===== src/rtl/stopwatch_pkg.sv =====
// Shared types and helpers for the stopwatch family of blocks.
// No logic: state encoding and width helpers only.
// Imported by lap_stopwatch and any later block reusing its FSM states.
package stopwatch_pkg;

    typedef enum logic [1:0] {
        IDLE    = 2'd0,
        RUNNING = 2'd1,
        PAUSED  = 2'd2
    } sw_state_t;

    // Occupancy counters need one more bit than the address so "full" is representable.
    function automatic int lap_cnt_width(input int depth);
        return $clog2(depth) + 1;
    endfunction

endpackage


===== src/rtl/lap_fifo.sv =====
// Purpose: synchronous first-word-fall-through FIFO for lap timestamps.
// Latency: a push is visible on head_o/valid_o right after its clock edge.
// Backpressure: pushes while full are refused unless a pop frees a slot the same cycle.
module lap_fifo #(
    parameter int WIDTH = 8,
    parameter int DEPTH = 4
) (
    input  logic                     clk_i,
    input  logic                     reset_i,
    input  logic                     clear_i,
    input  logic                     push_i,
    input  logic [WIDTH-1:0]         data_i,
    input  logic                     pop_i,
    output logic                     valid_o,
    output logic [WIDTH-1:0]         head_o,
    output logic [$clog2(DEPTH):0]   count_o,
    output logic                     full_o
);

    localparam int AW = $clog2(DEPTH);

    // Pointers carry an extra MSB so equal addresses can be told apart as empty or full.
    logic [AW:0]      wr_ptr;
    logic [AW:0]      rd_ptr;
    logic [WIDTH-1:0] mem [DEPTH];
    logic             pop_ok;
    logic             push_ok;

    assign count_o = wr_ptr - rd_ptr;
    assign valid_o = (count_o != '0);
    assign full_o  = (count_o == (AW+1)'(DEPTH));
    assign pop_ok  = pop_i && valid_o;
    // When full, a same-cycle pop frees the slot the write lands in.
    assign push_ok = push_i && (!full_o || pop_ok);
    // Head reads zero when empty so stale entries never leak onto the port.
    assign head_o  = valid_o ? mem[rd_ptr[AW-1:0]] : '0;

    // Pointer bookkeeping; clear flushes by collapsing both pointers.
    always_ff @(posedge clk_i or posedge reset_i) begin
        if (reset_i) begin
            wr_ptr <= '0;
            rd_ptr <= '0;
        end else if (clear_i) begin
            wr_ptr <= '0;
            rd_ptr <= '0;
        end else begin
            if (push_ok) wr_ptr <= wr_ptr + 1'b1;
            if (pop_ok)  rd_ptr <= rd_ptr + 1'b1;
        end
    end

    // Storage array; contents are only observable through valid entries, so no reset.
    always_ff @(posedge clk_i) begin
        if (push_ok && !clear_i) mem[wr_ptr[AW-1:0]] <= data_i;
    end

endmodule


===== src/rtl/lap_stopwatch.sv =====
// Purpose: start/stop/pause stopwatch with prescaler, wrap/saturate overflow and lap FIFO.
// Latency: all outputs registered; first count P edges after RUNNING is entered.
// Backpressure: lap FIFO drained via lap_valid_o/lap_ready_i; laps into a full FIFO are dropped and flagged.
module lap_stopwatch
    import stopwatch_pkg::*;
#(
    parameter int WIDTH     = 8,
    parameter int PRESCALE  = 1,
    parameter int LAP_DEPTH = 4,
    parameter int WRAP      = 1
) (
    input  logic                                  clk_i,
    input  logic                                  reset_i,
    input  logic                                  start_i,
    input  logic                                  stop_i,
    input  logic                                  clear_i,
    input  logic                                  lap_i,
    input  logic                                  lap_ready_i,
    output logic [WIDTH-1:0]                      time_o,
    output logic                                  running_o,
    output logic                                  overflow_o,
    output logic                                  lap_valid_o,
    output logic [WIDTH-1:0]                      lap_time_o,
    output logic [lap_cnt_width(LAP_DEPTH)-1:0]   lap_count_o,
    output logic                                  lap_drop_o
);

    localparam int              PW        = (PRESCALE > 1) ? $clog2(PRESCALE) : 1;
    localparam logic [PW-1:0]   PRESC_MAX = PW'(PRESCALE - 1);
    localparam logic [WIDTH-1:0] TIME_MAX = '1;

    sw_state_t        state_q;
    sw_state_t        state_d;
    logic [PW-1:0]    presc_q;
    logic [WIDTH-1:0] time_q;
    logic             running_q;
    logic             overflow_q;
    logic             drop_q;
    logic             tick;
    logic             lap_push;
    logic             lap_pop;
    logic             fifo_full;

    // A tick is the prescaler's last phase while RUNNING; a stop on that edge still lets it land.
    assign tick     = (state_q == RUNNING) && (presc_q == PRESC_MAX);
    // Laps sample the registered time; clear and IDLE suppress them.
    assign lap_push = lap_i && !clear_i && (state_q != IDLE);
    assign lap_pop  = lap_ready_i && !clear_i;

    // Next-state: clear beats stop beats start; unlisted combinations hold.
    always_comb begin
        state_d = state_q;
        if (clear_i) begin
            state_d = IDLE;
        end else begin
            case (state_q)
                IDLE:    if (start_i && !stop_i) state_d = RUNNING;
                RUNNING: if (stop_i)             state_d = PAUSED;
                PAUSED:  if (start_i && !stop_i) state_d = RUNNING;
                default: state_d = IDLE;
            endcase
        end
    end

    // State register plus a registered copy of the RUNNING decode.
    always_ff @(posedge clk_i or posedge reset_i) begin
        if (reset_i) begin
            state_q   <= IDLE;
            running_q <= 1'b0;
        end else begin
            state_q   <= state_d;
            running_q <= (state_d == RUNNING);
        end
    end

    // Prescaler advances only in RUNNING, keeps its phase across a pause, restarts from IDLE.
    always_ff @(posedge clk_i or posedge reset_i) begin
        if (reset_i) begin
            presc_q <= '0;
        end else if (clear_i) begin
            presc_q <= '0;
        end else if (state_q == RUNNING) begin
            presc_q <= tick ? '0 : presc_q + 1'b1;
        end else if ((state_q == IDLE) && (state_d == RUNNING)) begin
            presc_q <= '0;
        end
    end

    // Time counter with sticky overflow; the top value either wraps to zero or sticks.
    always_ff @(posedge clk_i or posedge reset_i) begin
        if (reset_i) begin
            time_q     <= '0;
            overflow_q <= 1'b0;
        end else if (clear_i) begin
            time_q     <= '0;
            overflow_q <= 1'b0;
        end else if (tick) begin
            if (time_q == TIME_MAX) begin
                overflow_q <= 1'b1;
                if (WRAP != 0) time_q <= '0;
            end else begin
                time_q <= time_q + 1'b1;
            end
        end
    end

    // Sticky drop flag: a lap arrived while full and nothing left the FIFO that cycle.
    always_ff @(posedge clk_i or posedge reset_i) begin
        if (reset_i) begin
            drop_q <= 1'b0;
        end else if (clear_i) begin
            drop_q <= 1'b0;
        end else if (lap_push && fifo_full && !(lap_pop && lap_valid_o)) begin
            drop_q <= 1'b1;
        end
    end

    lap_fifo #(
        .WIDTH (WIDTH),
        .DEPTH (LAP_DEPTH)
    ) u_lap_fifo (
        .clk_i   (clk_i),
        .reset_i (reset_i),
        .clear_i (clear_i),
        .push_i  (lap_push),
        .data_i  (time_q),
        .pop_i   (lap_pop),
        .valid_o (lap_valid_o),
        .head_o  (lap_time_o),
        .count_o (lap_count_o),
        .full_o  (fifo_full)
    );

    assign time_o     = time_q;
    assign running_o  = running_q;
    assign overflow_o = overflow_q;
    assign lap_drop_o = drop_q;

endmodule

===== config.mk =====
export PLATFORM = sky130hd
export DESIGN_NAME = lap_stopwatch
export DESIGN_NICKNAME = d
export VERILOG_FILES = /design/src/rtl/stopwatch_pkg.sv /design/src/rtl/lap_fifo.sv /design/src/rtl/lap_stopwatch.sv
export SDC_FILE = /design/constraint.sdc
export NUM_CORES = 1
export LEC_CHECK = 0
export ABC_AREA = 0
export BUFFER_PORTS_ARGS = -buffer_cell sky130_fd_sc_hd__buf_2
export CAP_MARGIN = 20
export CORE_MARGIN = 8
export CORE_UTILIZATION = 35
export CTS_CLUSTER_SIZE = 12
export DETAILED_ROUTE_END_ITERATION = 6
export GPL_TIMING_DRIVEN = 0
export MAX_ROUTING_LAYER = met4
export SETUP_SLACK_MARGIN = 0.05
export SLEW_MARGIN = 20
export SYNTH_ARGS = -nofsm -noshare
export SYNTH_HDL_FRONTEND = slang
export SYNTH_SLANG_ARGS = --single-unit

===== constraint.sdc =====
create_clock -name clk_i -period 6.9 [get_ports clk_i]
set_clock_uncertainty 0.15 [all_clocks]
set_input_delay 0.69 -clock clk_i [delete_from_list [all_inputs] [get_ports clk_i]]
set_output_delay 0.69 -clock clk_i [all_outputs]
set_load 0.01 [all_outputs]

# Word-level counts from Yosys, hierarchy flattened
# Memories as Yosys holds them, arrays and structs flattened.
# Index checks and enable logic that the tools add are counted.
# totals
word_cells	70
mem_count	1
ff_bits	20
input_bits	7
ramBits	32
output_inout_bits	23
# op_classes
n_addsub	5
n_reduce_logical	27
eq_ne	5
muxes	23
bitwise	1
# mem_list
name	depth	word_bits	rd	rd_ports_with_merged_regs	write_ports	line	source
u_lap_fifo.mem	4	8	1	0	1	lap_fifo.sv:25	logic [WIDTH-1:0] mem [DEPTH];
# op_table
op	n
$mux 8	4
$mux 3	4
$reduce_bool 2->1	6
$logic_and 1x1->1	11
$mux 1	11
$add 8x1->8 const B	1
$eq 8x8->1 const B	1
$add 3x1->3 const B	2
$mux 2	3
$reduce_bool 3->1	2
$eq 2x1->1 const B	2
$logic_not 1->1	4
$pmux 2 s2	1
$eq 3x3->1 const B	1
$sub 3x3->3	1
$eq 2x2->1 const B	1
$logic_not 2->1	1
$reduce_and 2->1	1
$reduce_or 2->1	1
$add 1x1->1 const B	1
$logic_or 1x1->1	1
$not 1->1	1

# Depth between registers and ports, before layout
# depth
word_depth	10
ltp_mapped	8
ltp_nobuf	7

# Cells and area by module
# Synthesis repeated with hierarchy kept, for this count alone.
# hier_totals
hier_cells	172
hier_area_um2	2441.1
# by_module_without_submodules
mod	n_inst	cells_per_inst	area_per_inst_um2	seq_area_each_um2
lap_fifo	1	109	1750.4	1111.1
lap_stopwatch	1	63	690.7	350.3

# Worst setup path before layout
# OpenSTA, ideal clock, no wires.
# synth_timing
path_kind	reg2out
startpoint	reg u_lap_fifo.wr_ptr[0]
endpoint	out lap_time_o[3]
path_stages_with_launch	8
path_buffers	1
t_arrival_ps	1962
t_required_ps	6060
path_slack_ps	4098
path_cell_list	dfrtp_1 inv_1 ha_1 fa_1 xor3_2 nor2_1 clkbuf_1 and2b_1
# synth_via
elab_chain_len	3
# synth_lines
item	line	source
start: declaration	lap_fifo.sv:23	logic [AW:0] wr_ptr;
start signal: assignment	lap_fifo.sv:47	if (push_ok) wr_ptr <= wr_ptr + 1'b1;
$sub 3x3->3	lap_fifo.sv:29	assign count_o = wr_ptr - rd_ptr;
via lap_count_o[2]	lap_stopwatch.sv:24	output logic [lap_cnt_width(LAP_DEPTH)-1:0] lap_count_o,
$reduce_bool 3->1	lap_fifo.sv:30	assign valid_o = (count_o != '0);
$mux 8	lap_fifo.sv:36	assign head_o = valid_o ? mem[rd_ptr[AW-1:0]] : '0;
end: declaration	lap_stopwatch.sv:23	output logic [WIDTH-1:0] lap_time_o,
# The timed path passes the listed nets, and every way through them passes these cells.

# Final worst setup path
# layout_timing
startpoint	reg u_lap_fifo.wr_ptr[0]
endpoint	out lap_time_o[3]
# layout_via
elab_chain_len	3
# layout_lines
item	line
$sub 3x3->3	lap_fifo.sv:29
$reduce_bool 3->1	lap_fifo.sv:30
$mux 8	lap_fifo.sv:36
# Every way passes these cells.

==> flow_metrics.tcl <==
set metrics [dict create \
    outcome "completed" \
    cts_htree_levels 2 \
    power.net_switching_mw 0.258 \
    setup_viol_count_final 0 \
    grt_use_met3_pct 2.49 \
    p_int_mw 0.523 \
    cp-start-kind "flip-flop" \
    grt_usage_pct 10.2 \
    ioPinCount 30 \
    synth_flop_cell "edfxtp_1" \
    drt-pass1-iter-count 4 \
    clock-sinks 52 \
    fp.dieH_um 98.1 \
    ys_ff_latch 52 \
    seqPwrFrac_pct 43.8 \
    max_stage_delay_ps 420 \
    rsz0062_at_grt "no" \
    cts_setup_buffers 0 \
    antenna_cells 0 \
    nNetsFinal 219 \
    synth_fp_nets 183 \
    dpl-instance-area_mm2 0.00260 \
    hp-class "flip-flop to flip-flop" \
    synth_edf_count 32 \
    grtUsageMet1_pct 12.3 \
    layout_min_cycle_time_ps 3440 \
    r2r_cells 6 \
    tns_ps 0 \
    grt_antenna_before_repair 0 \
    ir_worst_vdd_uv 79.0 \
    power.density_mw_per_mm2 290 \
    stdcell_count 285 \
    dpl.hpwl_um 3050 \
    yosysUniqueCellTypes 39 \
    start_util_pct 35.5 \
    cts_hold_buf 0 \
    die_x_um 98.1 \
    swShare_pct 33.0 \
    worst_slack_ps 3460 \
    clkSlewWorstSetupHoldPaths_ps 100 \
    worstHoldPathCells 2 \
    yosysTopAreaCell "edfxtp_1" \
    rrSetupSlack_ps 4260 \
    crit_arrival_ps 2600 \
    p_comb_share_pct 33.0 \
    hp-start "overflow_o$_DFFE_PP0P_" \
    r2r-end "u_lap_fifo.mem[3][0]$_DFFE_PP_" \
    grt_pass1_wl_um 7500 \
    drive_gt1_share_pct 27.3 \
    drv_cap 0 \
    slew_violations 0 \
    io_buffers 29 \
    viasPerCell 4.96 \
    clk_latency_ps 310 \
    cts_buffer_depth 2 \
    routabilityCongestion 0.694 \
    netlist_area_mm2 0.00236 \
    path_max_fanout 10 \
    cp.required_ps 6060 \
    die-area_mm2 0.00962 \
    synth_top_area_share_pct 40.8 \
    async_flop_share_pct 38.5 \
    route.vias.total 1413 \
    seq_area_frac_synth_pct 62.0 \
    post-route-drc-count 0 \
    synth_area_per_cell_um2 14.0 \
    hold_viol 0 \
    synthCells 168 \
    drt-initial-drc-count 56 \
    drt-total-wl_um 4440 \
    cts_made_buffers 5 \
    design_area_mm2 0.00270 \
    grt_pass1_vias 1449 \
    wl_per_cell_um 15.6 \
    synth.area.top_cells "edfxtp_1 (41%), dfrtp_1 (21%), mux4_2 (7.6%)" \
    cts_tree "built" \
    p_leak_nw 1.10 \
    crit_chain "inv_1 > ha_1 > fa_1 > xor3_2 > nor2_1 > clkbuf_1 > and2b_1 > buf_2" \
    yosysWarnings 0 \
    path_class "flip-flop to output pin" \
    critPathSlowestCell "dfrtp_1" \
    area_growth_pct 14.4 \
    core_mm2 0.00664 \
    grt_start_max_net_pins 21 \
    cts_root_buf "clkbuf_8" \
    busiest_layer "met2" \
    end_kind "output pin" \
    reg2reg_from "u_lap_fifo.wr_ptr[0]$_DFFE_PP0P_" \
    hold-path-endpoint "overflow_o$_DFFE_PP0P_" \
    cts_resized 0 \
    grt_util_met2_pct 16.2 \
    clkPwrFrac_pct 23.2 \
    max_slew_margin_pct 44.4 \
    rows 30 \
    fmax_mhz 291 \
    grt_remaining_overflow 0 \
    dpl.cell_count 277 \
    pre_cts_ws_ps 3750 \
    holdWs_ps 371 \
    worst_pin_slew_ps 833 \
    detail-route-antenna-nets 0 \
    fin_crit_sh_pct 49.8 \
]
-- flip-flops by register name, summed over array words and instances, names as in the netlist --
name	flops
lap_drop_o	1
overflow_o	1
presc_q	1
running_o	1
state_q	2
time_o	8
u_lap_fifo.mem	32
u_lap_fifo.rd_ptr	3
u_lap_fifo.wr_ptr	3
-- power by group through the flow --
stage               registers (mW)  logic (mW)  clock network [mW]
floorplan                    0.348       0.177                   0
global placement             0.349       0.264                   0
detailed placement           0.349       0.267                   0
CTS                          0.343       0.267               0.185
global route                 0.344       0.298               0.198
finish                       0.343       0.258               0.181
-- worst max path at each step --
stage	slack, ps	start	cells past startpoint	end
2_1_floorplan	4100	u_lap_fifo.wr_ptr[0]$_DFFE_PP0P_	7	lap_time_o[3]
6_report	3460	u_lap_fifo.wr_ptr[0]$_DFFE_PP0P_	8	lap_time_o[3]
4_1_cts	3390	u_lap_fifo.wr_ptr[0]$_DFFE_PP0P_	8	lap_time_o[3]
3_5_place_dp	3750	u_lap_fifo.wr_ptr[0]$_DFFE_PP0P_	8	lap_time_o[3]
5_1_grt	3190	u_lap_fifo.wr_ptr[0]$_DFFE_PP0P_	8	lap_time_o[3]
3_3_place_gp	3760	u_lap_fifo.wr_ptr[0]$_DFFE_PP0P_	8	lap_time_o[3]
-- Yosys cell counts, types with 3 or more instances --
cell	number
nor2_1	13
dfrtp_1	20
edfxtp_1	32
nand3_1	4
buf_2	3
nor2b_1	7
ha_1	7
a21oi_1	12
mux4_2	8
inv_1	10
xor2_1	3
and2_2	4
nand2_1	9
or3_1	3
-- layer usage --
layer  part of all wire [%]  wire [um]
met3                    3.9        175
met2                     47       2090
met5                      0          0
met4                    1.6         72
met1                     47       2100
-- final cells by class --
cell class	instances	area (um^2)
buffer	7	30.0
clock buffer	5	68.8
clock inverter	3	25.0
fill	646	3950
inverter	10	37.5
multi-input combinational	99	828
sequential	52	1460
tap	80	100
timing repair buffer	29	145
-- cell families (layout without fill, tap and decap cells) --
kind of cell,after synthesis,in the layout,synth area share [%]
adders and majority gates,8,8,4.56
muxes,11,11,8.97
AOI/OAI and AO/OA,22,22,6.74
DFF,52,52,62.0
and+or+nand+nor,52,52,11.9
buffers and inverters,17,54,2.87
xor gates and xnor gates,6,6,2.92
-- through the flow --
| stage | util, % | total power [mW] |
|---|---|---|
| finish | 40.6 | 0.782 |
| global route | 40.6 | 0.840 |
| CTS | 40.6 | 0.795 |
| detailed placement | 39.2 | 0.616 |
| global placement | 39.2 | 0.613 |
| floorplan | - | 0.525 |
-- layout by cell type (no fill, tap or decap), types with 2 or more instances in the layout --
master and n:
buf_2 32, and4_1 2, nand3_1 4, edfxtp_1 32
or3_1 3, inv_1 10, nor2b_1 7, nand2_1 9
o21ai_0 2, buf_1 2, nand2b_1 2, xor2_1 3
and2_2 4, a21oi_1 12, clkbuf_8 5, dfrtp_1 20
mux2i_1 2, nor2_1 13, ha_1 7, inv_6 2
mux4_2 8, a2111oi_0 2, xnor2_1 2, clkbuf_1 2
-- worst max-delay path, delay by kind of cell, from the launching register on --
kind	cells	cell delay, ps
xor gates and xnor gates	1	300
adders and majority gates	2	570
buffers and inverters	3	620
and+or+nand+nor	2	390
DFF	1	420
(Power assumes the default switching activity.)
